File: src/rtl/cpu_pkg.sv
// Shared opcode, ALU and sequencer definitions for the 8-bit accumulator CPU.
package cpu_pkg;

    localparam logic [3:0] OP_NOP = 4'h0;
    localparam logic [3:0] OP_LDA = 4'h1;
    localparam logic [3:0] OP_STA = 4'h2;
    localparam logic [3:0] OP_ADD = 4'h3;
    localparam logic [3:0] OP_SUB = 4'h4;
    localparam logic [3:0] OP_AND = 4'h5;
    localparam logic [3:0] OP_OR  = 4'h6;
    localparam logic [3:0] OP_XOR = 4'h7;
    localparam logic [3:0] OP_LDI = 4'h8;
    localparam logic [3:0] OP_JMP = 4'h9;
    localparam logic [3:0] OP_JZ  = 4'hA;
    localparam logic [3:0] OP_JNZ = 4'hB;
    localparam logic [3:0] OP_HLT = 4'hF;

    localparam logic [3:0] ALU_ADD    = 4'd0;
    localparam logic [3:0] ALU_SUB    = 4'd1;
    localparam logic [3:0] ALU_AND    = 4'd2;
    localparam logic [3:0] ALU_OR     = 4'd3;
    localparam logic [3:0] ALU_XOR    = 4'd4;
    localparam logic [3:0] ALU_PASS_B = 4'd5;

    typedef enum logic [2:0] {
        IDLE,
        F0,
        F1,
        A0,
        A1,
        EX,
        M0,
        HALT
    } state_t;

    typedef enum logic [1:0] {
        JC_ALWAYS,
        JC_Z,
        JC_NZ
    } jcond_t;

endpackage

File: src/rtl/cpu_decode.sv
// Combinational opcode classifier: maps ir[7:4] to the sequencer's control hints.
module cpu_decode
    import cpu_pkg::*;
(
    input  logic [3:0] i_opcode,
    output logic       o_needs_arg,
    output logic       o_is_mem_read,
    output logic       o_is_store,
    output logic       o_is_jump,
    output jcond_t     o_jump_cond,
    output logic [3:0] o_alu_op,
    output logic       o_is_illegal
);

    always_comb begin
        o_needs_arg   = 1'b0;
        o_is_mem_read = 1'b0;
        o_is_store    = 1'b0;
        o_is_jump     = 1'b0;
        o_jump_cond   = JC_ALWAYS;
        o_alu_op      = ALU_ADD;
        o_is_illegal  = 1'b0;
        case (i_opcode)
            OP_NOP, OP_HLT: ;
            OP_LDA: begin
                o_needs_arg   = 1'b1;
                o_is_mem_read = 1'b1;
                o_alu_op      = ALU_PASS_B;
            end
            OP_STA: begin
                o_needs_arg = 1'b1;
                o_is_store  = 1'b1;
            end
            OP_ADD: begin
                o_needs_arg   = 1'b1;
                o_is_mem_read = 1'b1;
                o_alu_op      = ALU_ADD;
            end
            OP_SUB: begin
                o_needs_arg   = 1'b1;
                o_is_mem_read = 1'b1;
                o_alu_op      = ALU_SUB;
            end
            OP_AND: begin
                o_needs_arg   = 1'b1;
                o_is_mem_read = 1'b1;
                o_alu_op      = ALU_AND;
            end
            OP_OR: begin
                o_needs_arg   = 1'b1;
                o_is_mem_read = 1'b1;
                o_alu_op      = ALU_OR;
            end
            OP_XOR: begin
                o_needs_arg   = 1'b1;
                o_is_mem_read = 1'b1;
                o_alu_op      = ALU_XOR;
            end
            OP_LDI: begin
                o_needs_arg = 1'b1;
                o_alu_op    = ALU_PASS_B;
            end
            OP_JMP: begin
                o_needs_arg = 1'b1;
                o_is_jump   = 1'b1;
                o_jump_cond = JC_ALWAYS;
            end
            OP_JZ: begin
                o_needs_arg = 1'b1;
                o_is_jump   = 1'b1;
                o_jump_cond = JC_Z;
            end
            OP_JNZ: begin
                o_needs_arg = 1'b1;
                o_is_jump   = 1'b1;
                o_jump_cond = JC_NZ;
            end
            default: o_is_illegal = 1'b1;
        endcase
    end

endmodule

File: src/rtl/cpu_control.sv
// Fetch/decode/execute sequencer for the accumulator CPU; drives PC, memory,
// ALU and accumulator controls as Moore outputs of state and opcode.
//
// state | meaning
// IDLE  | waiting for run
// F0    | present PC as opcode address
// F1    | capture opcode, step PC, dispatch
// A0    | present PC as operand address
// A1    | capture operand, step PC
// EX    | execute LDI/JMP/Jcc/STA, or issue operand read
// M0    | apply memory operand through the ALU into the accumulator
// HALT  | stopped until reset
module cpu_control
    import cpu_pkg::*;
#(
    parameter int DATA_W          = 8,
    parameter bit HALT_ON_ILLEGAL = 1'b1
) (
    input  logic              clk,
    input  logic              reset,
    input  logic              run,
    input  logic [DATA_W-1:0] pc_value,
    input  logic [DATA_W-1:0] mem_rdata,
    input  logic              alu_zero,
    output logic              pc_inc,
    output logic              pc_load,
    output logic [DATA_W-1:0] pc_next,
    output logic [DATA_W-1:0] mem_addr,
    output logic              mem_we,
    output logic [3:0]        alu_op,
    output logic [DATA_W-1:0] alu_b,
    output logic              acc_load,
    output logic              halted,
    output logic              illegal,
    output logic              busy
);

    state_t            r_state;
    state_t            w_next_state;
    logic [3:0]        r_ir;
    logic [DATA_W-1:0] r_arg;
    logic              r_z;
    logic              r_illegal;

    logic       w_ir_load;
    logic       w_arg_load;
    logic       w_z_load;
    logic       w_set_illegal;
    logic [3:0] w_opcode;
    logic       w_needs_arg;
    logic       w_is_mem_read;
    logic       w_is_store;
    logic       w_is_jump;
    jcond_t     w_jump_cond;
    logic [3:0] w_alu_op;
    logic       w_is_illegal;
    logic       w_take;

    // In F1 the opcode is still on the read bus; afterwards it lives in r_ir.
    assign w_opcode = (r_state == F1) ? mem_rdata[DATA_W-1 -: 4] : r_ir;

    cpu_decode u_decode (
        .i_opcode      (w_opcode),
        .o_needs_arg   (w_needs_arg),
        .o_is_mem_read (w_is_mem_read),
        .o_is_store    (w_is_store),
        .o_is_jump     (w_is_jump),
        .o_jump_cond   (w_jump_cond),
        .o_alu_op      (w_alu_op),
        .o_is_illegal  (w_is_illegal)
    );

    assign w_take = (w_jump_cond == JC_ALWAYS) |
                    ((w_jump_cond == JC_Z)  &  r_z) |
                    ((w_jump_cond == JC_NZ) & ~r_z);

    always_ff @(posedge clk or posedge reset) begin
        if (reset) begin
            r_state   <= IDLE;
            r_ir      <= '0;
            r_arg     <= '0;
            r_z       <= 1'b0;
            r_illegal <= 1'b0;
        end else begin
            r_state <= w_next_state;
            if (w_ir_load)     r_ir      <= mem_rdata[DATA_W-1 -: 4];
            if (w_arg_load)    r_arg     <= mem_rdata;
            if (w_z_load)      r_z       <= alu_zero;
            if (w_set_illegal) r_illegal <= 1'b1;
        end
    end

    always_comb begin
        w_next_state  = r_state;
        w_ir_load     = 1'b0;
        w_arg_load    = 1'b0;
        w_z_load      = 1'b0;
        w_set_illegal = 1'b0;
        pc_inc        = 1'b0;
        pc_load       = 1'b0;
        pc_next       = '0;
        mem_addr      = '0;
        mem_we        = 1'b0;
        alu_op        = 4'd0;
        alu_b         = '0;
        acc_load      = 1'b0;
        halted        = 1'b0;
        busy          = 1'b1;
        case (r_state)
            IDLE: begin
                busy = 1'b0;
                if (run) w_next_state = F0;
            end
            F0: begin
                mem_addr     = pc_value;
                w_next_state = F1;
            end
            F1: begin
                pc_inc    = 1'b1;
                w_ir_load = 1'b1;
                if (w_is_illegal) begin
                    w_set_illegal = 1'b1;
                    w_next_state  = HALT_ON_ILLEGAL ? HALT : F0;
                end else if (w_needs_arg) begin
                    w_next_state = A0;
                end else if (w_opcode == OP_HLT) begin
                    w_next_state = HALT;
                end else begin
                    w_next_state = F0;
                end
            end
            A0: begin
                mem_addr     = pc_value;
                w_next_state = A1;
            end
            A1: begin
                pc_inc       = 1'b1;
                w_arg_load   = 1'b1;
                w_next_state = EX;
            end
            EX: begin
                w_next_state = F0;
                if (w_is_jump) begin
                    pc_next = r_arg;
                    pc_load = w_take;
                end else if (w_is_store) begin
                    mem_addr = r_arg;
                    mem_we   = 1'b1;
                end else if (w_is_mem_read) begin
                    mem_addr     = r_arg;
                    w_next_state = M0;
                end else begin
                    // Only LDI reaches EX without a jump, store or memory read.
                    alu_op   = ALU_PASS_B;
                    alu_b    = r_arg;
                    acc_load = 1'b1;
                    w_z_load = 1'b1;
                end
            end
            M0: begin
                alu_op       = w_alu_op;
                alu_b        = mem_rdata;
                acc_load     = 1'b1;
                w_z_load     = 1'b1;
                w_next_state = F0;
            end
            HALT: begin
                halted = 1'b1;
                busy   = 1'b0;
            end
            default: begin
                busy         = 1'b0;
                w_next_state = IDLE;
            end
        endcase
    end

    assign illegal = r_illegal;

endmodule

File: config.mk
export PLATFORM = sky130hd
export DESIGN_NAME = cpu_control
export DESIGN_NICKNAME = d
export VERILOG_FILES = /design/src/rtl/cpu_pkg.sv /design/src/rtl/cpu_decode.sv /design/src/rtl/cpu_control.sv
export SDC_FILE = /design/constraint.sdc
export NUM_CORES = 1
export LEC_CHECK = 0
export BUFFER_PORTS_ARGS = -buffer_cell sky130_fd_sc_hd__buf_4
export CORE_ASPECT_RATIO = 0.7
export CORE_UTILIZATION = 25
export DETAILED_ROUTE_END_ITERATION = 6
export PLACE_DENSITY_LB_ADDON = 0.12
export SLEW_MARGIN = 20
export SYNTH_ARGS = -nofsm -noshare
export SYNTH_HDL_FRONTEND = slang
export SYNTH_SLANG_ARGS = --single-unit
File: constraint.sdc
create_clock -name clk -period 4.9 [get_ports clk]
set_input_delay 0.49 -clock clk [delete_from_list [all_inputs] [get_ports clk]]
set_output_delay 0.49 -clock clk [all_outputs]
set_load 0.02 [all_outputs]
==> flow_summary.ini, run 1 <==
[logic_synthesis]
yosysWarnings = 0
synth_compound_area_frac = 0.2193
synth_fa_ha_area_frac = 0
synth_simple_gate_area_frac = 0.2693
ys_seq_area_frac = 0.2982
yosys-top-cells-count = dfrtp_1, and2_1, mux2_2, a21oi_1
ys_ff_latch = 17
synth_edf_count = 0
synth_cell_type_count = 46
syn_area_per_cell_um2 = 9.143
synth_top_flop_cell = dfrtp_1
synth_fp_nets = 176
synth_top_family_by_area = simple AND/OR/NAND/NOR gates
synth_xor_area_frac = 0.03070
synthArstFlopShare = 1.000
synth_area_leaders = dfrtp_1, mux2_2, and2_1
synth.largest_area_cell = dfrtp_1
synthMuxAreaShare = 0.1149
synth_top_area_share = 0.2982
yosysMostFrequentCell = dfrtp_1
syn_area_mm2 = 0.001426
synthCells = 156

[sta]
setup_tns_ns = 0
worst_pin_slew_ns = 0.8770
setup_viol = 0
slew_viol_final = 0
setup_ws_ns = 1.924
rsz0062_at_grt = no
slew_headroom = 0.4104
fin_hold_ws_ns = 0.3462
min_period_ns = 2.976
fmax_ghz = 0.3360
skew_ns = 0.005522
period_share = 0.6073
finalHoldViolCount = 0

[clock_network]
insertion_delay_ns = 0.25
cts_hold_buf = 0
cts_tree = built
cts.clk_slew.worst_paths_ns = 0.07
cts_resized = 0
htreeDepth = 1
clock-root-buffer = clkbuf_8
cts_buffers = 3
cts_sinks = 17
postCtsSetupBuffers = 0
clock_path_buffers = 2

[routing]
drt_iter0_markers = 73
num_vias = 1334
first_pass_iters = 4
vias_per_cell = 4.923
postRouteAntennaNets = 0
wl_per_cell_um = 15.91
drc = 0
drt_wl_total_mm = 4.312

[floorplanning]
die_area_mm2 = 0.006016
ioPinCount = 55
core_mm2 = 0.005368
rows = 22
dieWidth_um = 92.28
initial_core_util = 0.2657
dieHeight_um = 65.20

[setup_path]
cp.buffers_inverters = 1
worst_path_largest_cell_delay_ns = 0.80
worstPathRequired_ns = 4.41
path_max_fanout = 24
crit_slowest_cell = dfrtp_1
cp_cell_sequence = or3b_1, a211oi_4, and2_1, buf_4
start_kind = flop
critPathTopFamily = flip-flops
arrival_ns = 2.49
critPathKind = flop to output port
cp-end-kind = output port

[global_routing]
grt_overflow = 0
use_met3 = 0.03704
grt_use_met2 = 0.2388
gr-usage-met1 = 0.2155
track_usage = 0.1530
grt_max_degree = 26
grt_pass1_wl_mm = 6.982
first_global_vias = 1342
antenna_found_initial = 0
busiest_layer = met2

[placement]
dpl.hpwl_mm = 3.103
pre_cts_slack_ns = 2.221
place_congestion = 0.7073
place_area_mm2 = 0.001837
dp.cells = 267
numPortBuffers = 53

[pwr]
powerDensity_mw_per_mm2 = 641.2
leakagePower_nw = 0.8276
total_power_mw = 1.207
ir_drop_mv = 0.2018

[layout]
fin_nets = 220
antenna_cells = 0
final_area_mm2 = 0.001882
stdcell_count = 271
n_fill_cell = 572
layout-drive-gt1-share = 0.3719
register_area_um2 = 425.4
multi_input_area_um2 = 908.4
syn_to_final_growth_pct = 31.93
post-route-util = 0.3506

[status]
status = finished, final reports clean

[worst_hold_path]
hold_class = primary input to asynchronous set/reset pin

[job]
max_cap_violations = 0
layer usage:
metal,share of wire,up-vias
met4,0.0056,0
met1,0.49,647
met2,0.46,39
met3,0.043,2
li1,-,646
met5,0,-
final cells by class:
type,count,share of cell area
Tap cell,72,0.04787
Sequential cell,17,0.2261
Timing Repair Buffer,53,0.2114
Clock buffer,4,0.02394
Multi-Input combinational cell,121,0.4827
Inverter,4,0.007979
kinds of logic (layout without fill, tap and decap cells):
| group | count (synthesis) | after routing |
|---|---|---|
| AOI/OAI and AO/OA | 39 | 39 |
| xor gates and xnor gates | 5 | 5 |
| buffers and inverters | 18 | 61 |
| DFF | 17 | 17 |
| muxes | 14 | 14 |
| other | 1 | 1 |
| and+or+nand+nor | 62 | 62 |
registers in the layout, indices dropped and copies added (netlist names):
signal	count
illegal	1
r_arg	8
r_ir	4
r_state	3
r_z	1
worst paths after layout:
| kind | from | to | slack (ns) | depth (start not counted) |
|---|---|---|---|---|
| worst max-delay path | r_state[1]$_DFFE_PP0P_ | pc_next[5] | 1.92 | 4 |
| worst min-delay path | reset | r_z$_DFFE_PP0P_ | 0.35 | 2 |
| worst max register to register | r_state[2]$_DFFE_PP0P_ | r_arg[3]$_DFFE_PP0P_ | 2.61 | 3 |
| worst min register to register | illegal$_DFFE_PP0P_ | illegal$_DFFE_PP0P_ | 0.49 | 1 |
| max in group asynchronous | reset | r_arg[5]$_DFFE_PP0P_ | 4.11 | 2 |
| min in group clk | alu_zero | r_z$_DFFE_PP0P_ | 0.46 | 2 |
placed cells by master, fill, tap and decap left out, types with 3 or more instances in the layout:
cell | synthesis | layout
buf_4 | 1 | 53
dfrtp_1 | 17 | 17
and2_1 | 16 | 16
mux2_2 | 11 | 11
a21oi_1 | 9 | 9
a22o_1 | 8 | 8
nand3b_1 | 8 | 8
o21a_1 | 8 | 8
nor2_1 | 7 | 7
nand2_1 | 6 | 6
inv_1 | 4 | 4
nor3_1 | 4 | 4
nor2b_1 | 3 | 3
o21ai_0 | 3 | 3
nand3_1 | 3 | 3
xnor2_1 | 3 | 3
clkbuf_8 | 0 | 3
power by group:
| group | switching [mW] | total, mW | internal (mW) |
|---|---|---|---|
| clock network | 0.0506 | 0.108 | 0.0578 |
| registers | 0.179 | 0.391 | 0.212 |
| logic | 0.356 | 0.707 | 0.351 |
worst reg2reg max path: stages (launching register included):
cell     delay (ns)
dfrtp_1        0.78
inv_1          0.30
nor3_2         0.68
mux2_2         0.42
(Power assumes the default switching activity.)
==> inputs of run 2 (changes only) <==
clock period = 2.51 ns   (was 4.9 ns; I/O delays follow)
==> run 2 against run 1 <==
Combinational power up 130%; die area unchanged; core utilization up 1.0 points; count of clock-buffer cells in the layout down 1; global-route usage down 0.54 points; flip-flop and latch count unchanged; critical path type unchanged; largest cell class unchanged; largest power group unchanged; highest routed layer unchanged.
==> flow_summary.ini, run 2 (synthesized netlist as in run 1, its figures left out) <==
[setup_path]
endpoint = pc_next[1]
critPathKind = flop to output port
reg2reg_depth = 3
r2r_end = r_z$_DFFE_PP0P_
arrival_ns = 2.12
crit-reg2reg-launch = r_ir[0]$_DFFE_PP0P_
path_max_fanout = 10
cp-end-kind = output port
start_kind = flop
reg2reg_slack_ns = 0.61
worstPathRequired_ns = 2.26
crit_start = r_state[1]$_DFFE_PP0P_

[sta]
worst_pin_slew_ns = 0.7346
rsz0062_at_grt = no
slew_viol_final = 0
fin_hold_ws_ns = 0.1141
skew_ns = 0.005706
setup_viol = 0
setup_tns_ns = 0
slew_headroom = 0.5097
period_share = 0.9430
fmax_ghz = 0.4225
min_period_ns = 2.367
finalHoldViolCount = 0

[worst_hold_path]
hold_class = primary input to asynchronous set/reset pin

[layout]
final_cell_mix = buf_4, dfrtp_1, and2_1
layout-drive-gt1-share = 0.3981
n_fill_cell = 557
final_common_cell = buf_4
fin_nets = 227
antenna_cells = 0
syn_to_final_growth_pct = 35.70
stdcell_count = 278
max_flop_register = r_arg
reg_top3 = r_arg x8, r_ir x4, r_state x3
largest_register_ffs = 8

[status]
status = finished, final reports clean

[routing]
vias_per_cell = 4.878
drt_wl_total_mm = 4.211
drt_iter0_markers = 43
num_vias = 1356
first_pass_iters = 4
wl_per_cell_um = 15.15
postRouteAntennaNets = 0
drc = 0

[clock_network]
cts_resized = 0
postCtsSetupBuffers = 0
cts_hold_buf = 0
clock-root-buffer = clkbuf_8
insertion_delay_ns = 0.26
clock_path_buffers = 2
cts.clk_slew.worst_paths_ns = 0.08
cts_sinks = 17
cts_buffers = 3
cts_tree = built
htreeDepth = 1

[floorplanning]
dieWidth_um = 92.28
ioPinCount = 55
core_mm2 = 0.005368
die_area_mm2 = 0.006016
initial_core_util = 0.2657
rows = 22
dieHeight_um = 65.20

[global_routing]
grt_pass1_wl_mm = 6.837
antenna_found_initial = 0
track_usage = 0.1476
grt_overflow = 0
grt_max_degree = 25
first_global_vias = 1309

[placement]
place_congestion = 0.7409
dpl.hpwl_mm = 3.137
numPortBuffers = 53
dp.cells = 273

[pwr]
total_power_mw = 2.430
powerDensity_mw_per_mm2 = 1255
leakagePower_nw = 0.8656
ir_drop_mv = 0.3642

[job]
max_cap_violations = 0
## run 2: final cells by class
class	instances	area [µm²]	share of cell area
inverters	4	15.01	0.007757
multi-input cells	121	908.4	0.4693
well taps	72	90.09	0.04654
clock inverters	1	5.005	0.002586
clock buffers	3	41.29	0.02133
repair buffers	60	450.4	0.2327
flip-flops and latches	17	425.4	0.2198
## run 2: critical path, stage by stage, from the launching register on
cell      delay, ns
dfrtp_1        0.55
or3b_1         0.57
a211oi_4       0.28
buf_4          0.18
and2_1         0.14
buf_4          0.14
## run 2: worst min path at each step
| stage | to | slack (ns) | startpoint | depth (start not counted) |
|---|---|---|---|---|
| final | illegal$_DFFE_PP0P_ | 0.11 | reset | 2 |
| after global routing | illegal$_DFFE_PP0P_ | 0.18 | reset | 2 |
| after CTS | illegal$_DFFE_PP0P_ | 0.14 | reset | 2 |
| after detailed placement | illegal$_DFFE_PP0P_ | 0.43 | reset | 2 |
| after global placement | r_arg[6]$_DFFE_PP0P_ | 0.44 | reset | 2 |
| after floorplan | illegal$_DFFE_PP0P_ | 0.18 | reset | 1 |
## run 2: through the flow
step	utilization	instance area (µm²)	setup slack, ns
after detailed placement	0.3506	1882	0.3984
after global placement	0.3506	1882	0.4393
final	0.3606	1936	0.1432
after floorplan	-	1426	0.3190
after global routing	0.3606	1936	0.03058
after CTS	0.3592	1928	0.1091
## run 2: power by group
part | internal, mW | switching, mW | total, mW
clock | 0.110 | 0.105 | 0.216
sequential | 0.418 | 0.199 | 0.617
combinational | 0.740 | 0.857 | 1.60
total | 1.27 | 1.16 | 2.43
## run 2: per-layer routing
layer | up-vias | track usage | part of all wire
met5 | - | 0 | 0
met4 | 0 | 0.04297 | 0.0081
met3 | 5 | 0.03009 | 0.047
met2 | 42 | 0.2295 | 0.43
met1 | 646 | 0.2065 | 0.51
li1 | 663 | - | -
